<file path="config.mk">
export PLATFORM = sky130hd
export DESIGN_NAME = fmap_stream_loader
export DESIGN_NICKNAME = d
export VERILOG_FILES = /design/src/rtl/fmap_pkg.sv /design/src/rtl/fmap_shape_check.sv /design/src/rtl/fmap_stream_loader.sv
export SDC_FILE = /design/constraint.sdc
export NUM_CORES = 1
export LEC_CHECK = 0
export BUFFER_PORTS_ARGS = -buffer_cell sky130_fd_sc_hd__buf_2
export CORE_AREA = 3 3 241 243
export DETAILED_ROUTE_END_ITERATION = 16
export DIE_AREA = 0 0 244 246
export MAX_ROUTING_LAYER = met4
export PLACE_DENSITY_LB_ADDON = 0.3
export SLEW_MARGIN = 10
export SYNTH_ARGS = -nofsm -noshare
export SYNTH_HDL_FRONTEND = slang
export SYNTH_SLANG_ARGS = --single-unit
</file>
<file path="constraint.sdc">
create_clock -name clk -period 7.6 [get_ports clk]
set_clock_uncertainty 0.2 [all_clocks]
set_input_delay 1.52 -clock clk [delete_from_list [all_inputs] [get_ports clk]]
set_output_delay 1.52 -clock clk [all_outputs]
set_load 0.02 [all_outputs]
</file>
<file path="src/rtl/fmap_pkg.sv">
// Shared definitions for the feature-map loader, the strided X-interleaved buffer
// and the downstream compute controller.
package fmap_pkg;
    localparam int DATA_WIDTH = 64;
    localparam int B_DSHAPE = 48;
    localparam int B_COORD = 8;
    localparam int B_BEATS = 3 * B_COORD;

    localparam int C_LSB = 0;
    localparam int H_LSB = 16;
    localparam int W_LSB = 32;
    localparam int NWRAP_SHIFT = 6;

    localparam logic [1:0] ERR_NONE = 2'd0;
    localparam logic [1:0] ERR_SHAPE = 2'd1;
    localparam logic [1:0] ERR_EARLY_LAST = 2'd2;
    localparam logic [1:0] ERR_MISSING_LAST = 2'd3;

    typedef enum logic [3:0] {
        ST_IDLE,
        ST_CALC,
        ST_CLR,
        ST_GAP,
        ST_LOAD,
        ST_FLUSH1,
        ST_FLUSH2,
        ST_START,
        ST_ERR
    } state_t;

    // Number of 64-channel wraps; the buffer derives its own copy with this same function.
    function automatic logic [B_COORD-1:0] n_wrap_c_of(input logic [15:NWRAP_SHIFT] c_hi);
        return c_hi[NWRAP_SHIFT +: B_COORD];
    endfunction
endpackage

</file>
<file path="src/rtl/fmap_shape_check.sv">
// Descriptor validation and registered total-beat product (n_wrap_c * h * w).
module fmap_shape_check
    import fmap_pkg::*;
(
    input  logic                   clk,
    input  logic                   rstn,
    input  logic                   calc_en,
    input  logic [15:NWRAP_SHIFT]  c_hi,
    input  logic [15:0]            h,
    input  logic [15:0]            w,
    output logic                   bad_shape,
    output logic [B_BEATS-1:0]     total
);
    logic [B_COORD-1:0] n_wrap_c;
    logic [B_BEATS-1:0] total_d;
    logic [B_BEATS-1:0] total_q;

    always_comb begin
        n_wrap_c = n_wrap_c_of(c_hi);
        bad_shape = (n_wrap_c == '0) || (h == '0) || (w == '0)
                 || (c_hi[15:NWRAP_SHIFT+B_COORD] != '0)
                 || (h[15:B_COORD] != '0) || (w[15:B_COORD] != '0);
        total_d = total_q;
        if (calc_en && !bad_shape) begin
            total_d = B_BEATS'(n_wrap_c) * B_BEATS'(h[B_COORD-1:0]) * B_BEATS'(w[B_COORD-1:0]);
        end
    end

    always_ff @(posedge clk or negedge rstn) begin
        if (!rstn) begin
            total_q <= '0;
        end else begin
            total_q <= total_d;
        end
    end

    assign total = total_q;
endmodule

</file>
<file path="src/rtl/fmap_stream_loader.sv">
// Converts a shape descriptor plus an AXI4-Stream of DDR beats into the strided
// buffer's clear / write / start sequence, length-checking the stream against the shape.
module fmap_stream_loader
    import fmap_pkg::*;
(
    input  logic                  clk,
    input  logic                  rstn,
    input  logic                  cfg_valid,
    output logic                  cfg_ready,
    input  logic [B_DSHAPE-1:0]   cfg_dshape,
    input  logic [DATA_WIDTH-1:0] s_axis_tdata,
    input  logic                  s_axis_tvalid,
    output logic                  s_axis_tready,
    input  logic                  s_axis_tlast,
    output logic [B_DSHAPE-1:0]   buf_dshape,
    output logic                  buf_clr,
    output logic                  buf_we,
    output logic [DATA_WIDTH-1:0] buf_di,
    output logic                  buf_start,
    output logic                  busy,
    output logic                  done,
    output logic                  err,
    output logic [1:0]            err_code,
    output logic [B_BEATS-1:0]    beat_cnt,
    output logic [3:0]            dbg_state
);
    localparam logic [B_BEATS-1:0] ONE = B_BEATS'(1);

    state_t                state_q, state_d;
    logic [B_DSHAPE-1:0]   dshape_q, dshape_d;
    logic [B_BEATS-1:0]    beat_cnt_q, beat_cnt_d;
    logic                  err_q, err_d;
    logic [1:0]            err_code_q, err_code_d;
    logic                  buf_we_q, buf_we_d;
    logic [DATA_WIDTH-1:0] buf_di_q, buf_di_d;
    logic                  buf_clr_q, buf_clr_d;
    logic                  buf_start_q, buf_start_d;
    logic                  done_q, done_d;
    logic                  tready_q, tready_d;
    logic                  cfg_ready_q, cfg_ready_d;
    logic                  busy_q, busy_d;

    logic                  calc_en;
    logic                  bad_shape;
    logic [B_BEATS-1:0]    total;
    logic                  hs;
    logic                  last_beat;

    fmap_shape_check u_shape_check (
        .clk       (clk),
        .rstn      (rstn),
        .calc_en   (calc_en),
        .c_hi      (dshape_q[C_LSB+NWRAP_SHIFT +: 16-NWRAP_SHIFT]),
        .h         (dshape_q[H_LSB +: 16]),
        .w         (dshape_q[W_LSB +: 16]),
        .bad_shape (bad_shape),
        .total     (total)
    );

    // A transfer happens on any edge where both valid and ready are high; a
    // valid source holds its payload until that edge, and ready never waits on valid.
    assign hs = tready_q && s_axis_tvalid;
    assign last_beat = (beat_cnt_q + ONE) == total;

    always_comb begin
        state_d = state_q;
        dshape_d = dshape_q;
        beat_cnt_d = beat_cnt_q;
        err_d = err_q;
        err_code_d = err_code_q;
        buf_we_d = 1'b0;
        buf_di_d = buf_di_q;
        calc_en = 1'b0;
        case (state_q)
            ST_IDLE: begin
                if (cfg_valid) begin
                    dshape_d = cfg_dshape;
                    err_d = 1'b0;
                    err_code_d = ERR_NONE;
                    beat_cnt_d = '0;
                    state_d = ST_CALC;
                end
            end
            ST_CALC: begin
                calc_en = 1'b1;
                if (bad_shape) begin
                    err_d = 1'b1;
                    err_code_d = ERR_SHAPE;
                    state_d = ST_ERR;
                end else begin
                    state_d = ST_CLR;
                end
            end
            ST_CLR:    state_d = ST_GAP;
            ST_GAP:    state_d = ST_LOAD;
            ST_LOAD: begin
                if (hs) begin
                    // The offending beat is still written so the buffer sees the raw stream.
                    buf_we_d = 1'b1;
                    buf_di_d = s_axis_tdata;
                    beat_cnt_d = beat_cnt_q + ONE;
                    if (s_axis_tlast && !last_beat) begin
                        err_d = 1'b1;
                        err_code_d = ERR_EARLY_LAST;
                        state_d = ST_ERR;
                    end else if (last_beat && !s_axis_tlast) begin
                        err_d = 1'b1;
                        err_code_d = ERR_MISSING_LAST;
                        state_d = ST_ERR;
                    end else if (last_beat) begin
                        state_d = ST_FLUSH1;
                    end
                end
            end
            ST_FLUSH1: state_d = ST_FLUSH2;
            ST_FLUSH2: state_d = ST_START;
            ST_START:  state_d = ST_IDLE;
            ST_ERR:    state_d = ST_IDLE;
            default:   state_d = ST_IDLE;
        endcase
        buf_clr_d = (state_d == ST_CLR);
        buf_start_d = (state_d == ST_START);
        done_d = (state_d == ST_START);
        tready_d = (state_d == ST_LOAD);
        cfg_ready_d = (state_d == ST_IDLE);
        busy_d = (state_d != ST_IDLE);
    end

    always_ff @(posedge clk or negedge rstn) begin
        if (!rstn) begin
            state_q <= ST_IDLE;
            dshape_q <= '0;
            beat_cnt_q <= '0;
            err_q <= 1'b0;
            err_code_q <= ERR_NONE;
            buf_we_q <= 1'b0;
            buf_di_q <= '0;
            buf_clr_q <= 1'b0;
            buf_start_q <= 1'b0;
            done_q <= 1'b0;
            tready_q <= 1'b0;
            cfg_ready_q <= 1'b1;
            busy_q <= 1'b0;
        end else begin
            state_q <= state_d;
            dshape_q <= dshape_d;
            beat_cnt_q <= beat_cnt_d;
            err_q <= err_d;
            err_code_q <= err_code_d;
            buf_we_q <= buf_we_d;
            buf_di_q <= buf_di_d;
            buf_clr_q <= buf_clr_d;
            buf_start_q <= buf_start_d;
            done_q <= done_d;
            tready_q <= tready_d;
            cfg_ready_q <= cfg_ready_d;
            busy_q <= busy_d;
        end
    end

    assign cfg_ready = cfg_ready_q;
    assign s_axis_tready = tready_q;
    assign buf_dshape = dshape_q;
    assign buf_clr = buf_clr_q;
    assign buf_we = buf_we_q;
    assign buf_di = buf_di_q;
    assign buf_start = buf_start_q;
    assign busy = busy_q;
    assign done = done_q;
    assign err = err_q;
    assign err_code = err_code_q;
    assign beat_cnt = beat_cnt_q;
    assign dbg_state = state_q;
endmodule

</file>
==> results by group <==
Run status
  • Status: finished with violations
  • Failing checks: negative setup slack

Floorplanning
  • Rows: 87
  • Die W: 244 µm
  • Die ar.: between 60,000 and 70,000 µm²
  • Die height: 246 µm
  • Initial Util: 24.9%
  • Core Footprint: 56,200 µm²
  • I/O pin cnt: roughly 270

Placement
  • Gp weighted congestion: roughly 0.8
  • PortBufs: roughly 270
  • Post-Place Cells: 2,673
  • Dpl hpwl: 30,600 µm

Final layout
  • Final #Nets: 2,268
  • Fin cells: 2,717
  • Number of fill cells: 5,978
  • Layout area overhead: 27.7%
  • Register Area: between 4000 and 5000 µm²
  • Multi-input gate area: approximately 9100 µm²
  • Fraction of layout cells with a size suffix above 1: 26.9%
  • # diodes: 0

Drt
  • Remaining DRCs: 0
  • Vias/cell: ~4.4
  • Post-route ant nets: 0
  • Routed WL per cell: between 10 and 15 µm
  • Initial DRC Count: 584
  • Vias: 11,834
  • Drt first pass iters: 5
  • Routed wire length: just under 40,000 µm

Worst setup path
  • Critical path capture point type: flop
  • Type of origin of the critical path: flop
  • WP buf/inv: 7
  • Slowest CP cell: fa_1
  • Reg2reg path depth: 32
  • Reg-to-reg endpoint: u_shape_check.total[22]$_DFFE_PN0P_
  • Worst path max stage delay: ~0.55 ns
  • Worst-path maximum fanout: 6
  • R2R Setup Slk: -0.31 ns
  • Top delay family on crit path: adder cells
  • Critical Path RT: 7.75 ns
  • Crit path arrival time: 8.06 ns
  • Critical path's most frequent cell: fa_1
  • Kind of critical path: flop to flop
  • Reg2reg start: buf_dshape[18]$_DFFE_PN0P_

STA
  • FMAX: roughly 0.13 GHz
  • Final WS setup: -0.311 ns
  • Slew Limit Headroom: 30.3%
  • Final min period: 7.91 ns
  • Final period util: 104%
  • Hold Vio Cnt, Final: 0
  • Final Max Slew Viols: 0
  • RSZ-0062 raised after global routing: yes
  • Final setup fails: 9
  • Least-Margin Pin Slew: 1.05 ns

Job
  • Max cap viols: 0

CTS
  • Num CTS Buffers: 17
  • CTS tree: built
  • Hold_buf cts: 0
  • Max clock buf depth: 2
  • CTS Sinks: around 170
  • Clock Latency Late Sink: between 0.4 and 0.5 ns
  • H-tree depth: 4
  • Root Driver: clkbuf_16
  • Clk slew on worst S/H paths: 0.08 ns

Yosys
  • Post-synth top area cell: dfrtp_1
  • Syn_nets: 1,938
  • Async S/R FF share, synth: 100%
  • Ys flop type: dfrtp_1
  • Share of the synthesized area in the top cell type: 30.8%
  • Ys Warns: 0
  • Post-synth EDFFs: 0
  • Syn Inst Count: around 1,600
  • Netlist cell types: 71
  • Dominant cells by area after synthesis: dfrtp_1, fa_1, nand2_1
  • Number of synthesized register bits: around 170
  • Syn Area/Cell: 8.63 µm²
  • Count leader, synth: nand2_1
  • Seq/Total Area, Yosys: 31.0%
  • Synthesized area: 14,000 µm²
  • Synth cell count leaders: nand2_1, inv_1, dfrtp_1

GRT
  • Initial antenna violation count: 0
  • Grt total ovfl: 0
  • First-pass GRT wire length: 62,600 µm
  • Vias in the first global route: 12,128
  • Largest net degree at the start of global routing: 74
  • Total GRT Usage: 13.2%

Worst hold path
  • Hold-critical path depth: 2
  • WHS Endpoint: buf_di[50]$_DFFE_PN0P_
  • Hold Path Origin: buf_di[50]$_DFFE_PN0P_
  • Hold Crit Class: flop to flop
[worst max-delay path by stage]
| stage | from | end | slack [ns] | cells after the start |
|---|---|---|---|---|
| 3_5_place_dp | buf_dshape[9]$_DFFE_PN0P_ | u_shape_check.total[22]$_DFFE_PN0P_ | -0.54 | 31 |
| 2_1_floorplan | buf_dshape[9]$_DFFE_PN0P_ | u_shape_check.total[22]$_DFFE_PN0P_ | -0.27 | 33 |
| 3_3_place_gp | buf_dshape[9]$_DFFE_PN0P_ | u_shape_check.total[21]$_DFFE_PN0P_ | -0.41 | 29 |
| 6_report | buf_dshape[18]$_DFFE_PN0P_ | u_shape_check.total[22]$_DFFE_PN0P_ | -0.31 | 32 |
| 5_1_grt | buf_dshape[18]$_DFFE_PN0P_ | u_shape_check.total[22]$_DFFE_PN0P_ | -0.61 | 32 |
| 4_1_cts | buf_dshape[18]$_DFFE_PN0P_ | u_shape_check.total[17]$_DFFE_PN0P_ | -0.30 | 30 |
[per-stage QoR]
step	cell area [µm²]	utilization [%]	hold slack, ns	setup WS (ns)	setup TNS (ns)
6_report	17800	31.7	0.269	-0.311	-1.76
5_1_grt	17800	31.7	0.287	-0.611	-4.75
4_1_cts	17700	31.4	0.275	-0.298	-1.68
3_5_place_dp	16900	30.1	0.257	-0.542	-3.61
3_3_place_gp	16900	30.1	0.252	-0.412	-2.76
2_1_floorplan	14200	-	0.259	-0.274	-0.716
[cell type report]
type                    count  share of cell area [%]
multi-input cells        1201                    51.0
well taps                 756                    5.31
clock buffers              17                    2.39
inverters                 178                    3.75
clock inverters            15                   0.969
repair buffers            377                    12.3
flip-flops and latches    173                    24.4
[tightest hold or removal path, cell delays in order, from the launching register on]
cell and delay, ns:
dfrtp_1 0.34, nand2_1 0.05, nand2_1 0.06
[sequential cells by signal (all words and copies together) (netlist names), 2 cells and up]
register	flops
buf_di	64
buf_dshape	48
beat_cnt	24
u_shape_check.total	24
dbg_state	4
err_code	2
[layer usage]
layer	global-route usage, %	share of wire, %	vias up
met3	2.09	3.8	21
met5	-	0	-
met4	3.04	0.78	0
met1	16.7	46	5767
li1	-	-	5792
met2	22.3	50	254
[layout by cell type, fill, tap and decap left out, types with 12 or more instances in the layout]
cell type and count:
nor2_1 32, o21ai_0 47, and2_1 129, buf_2 265, nand4_1 14, ha_1 71, clkbuf_16 17, buf_4 107
xor2_1 22, inv_2 12, xnor2_1 27, and3_1 12, nand2_1 459, dfrtp_1 162, a21oi_2 12, a21oi_1 26
o31ai_1 18, nor3_1 17, inv_1 166, fa_1 116, nand3_1 23
[logic make-up after synthesis]
family,synth area share (%)
flops,31.0
buf+inv,6.88
simple gates,25.7
mux,0.439
fa+ha+maj,24.7
xor+xnor,3.69
compound gates,7.56
[what timing repair did]
item | 4_1_cts | 5_1_grt
endpoints found under the setup margin | 10 | 11
buffers inserted | 6 | 6
resized for setup | 20 | 35
pin swaps | 24 | 25
Power is not shown: default switching activity piles up to over one toggle a cycle in this logic, so the estimate is an artifact.
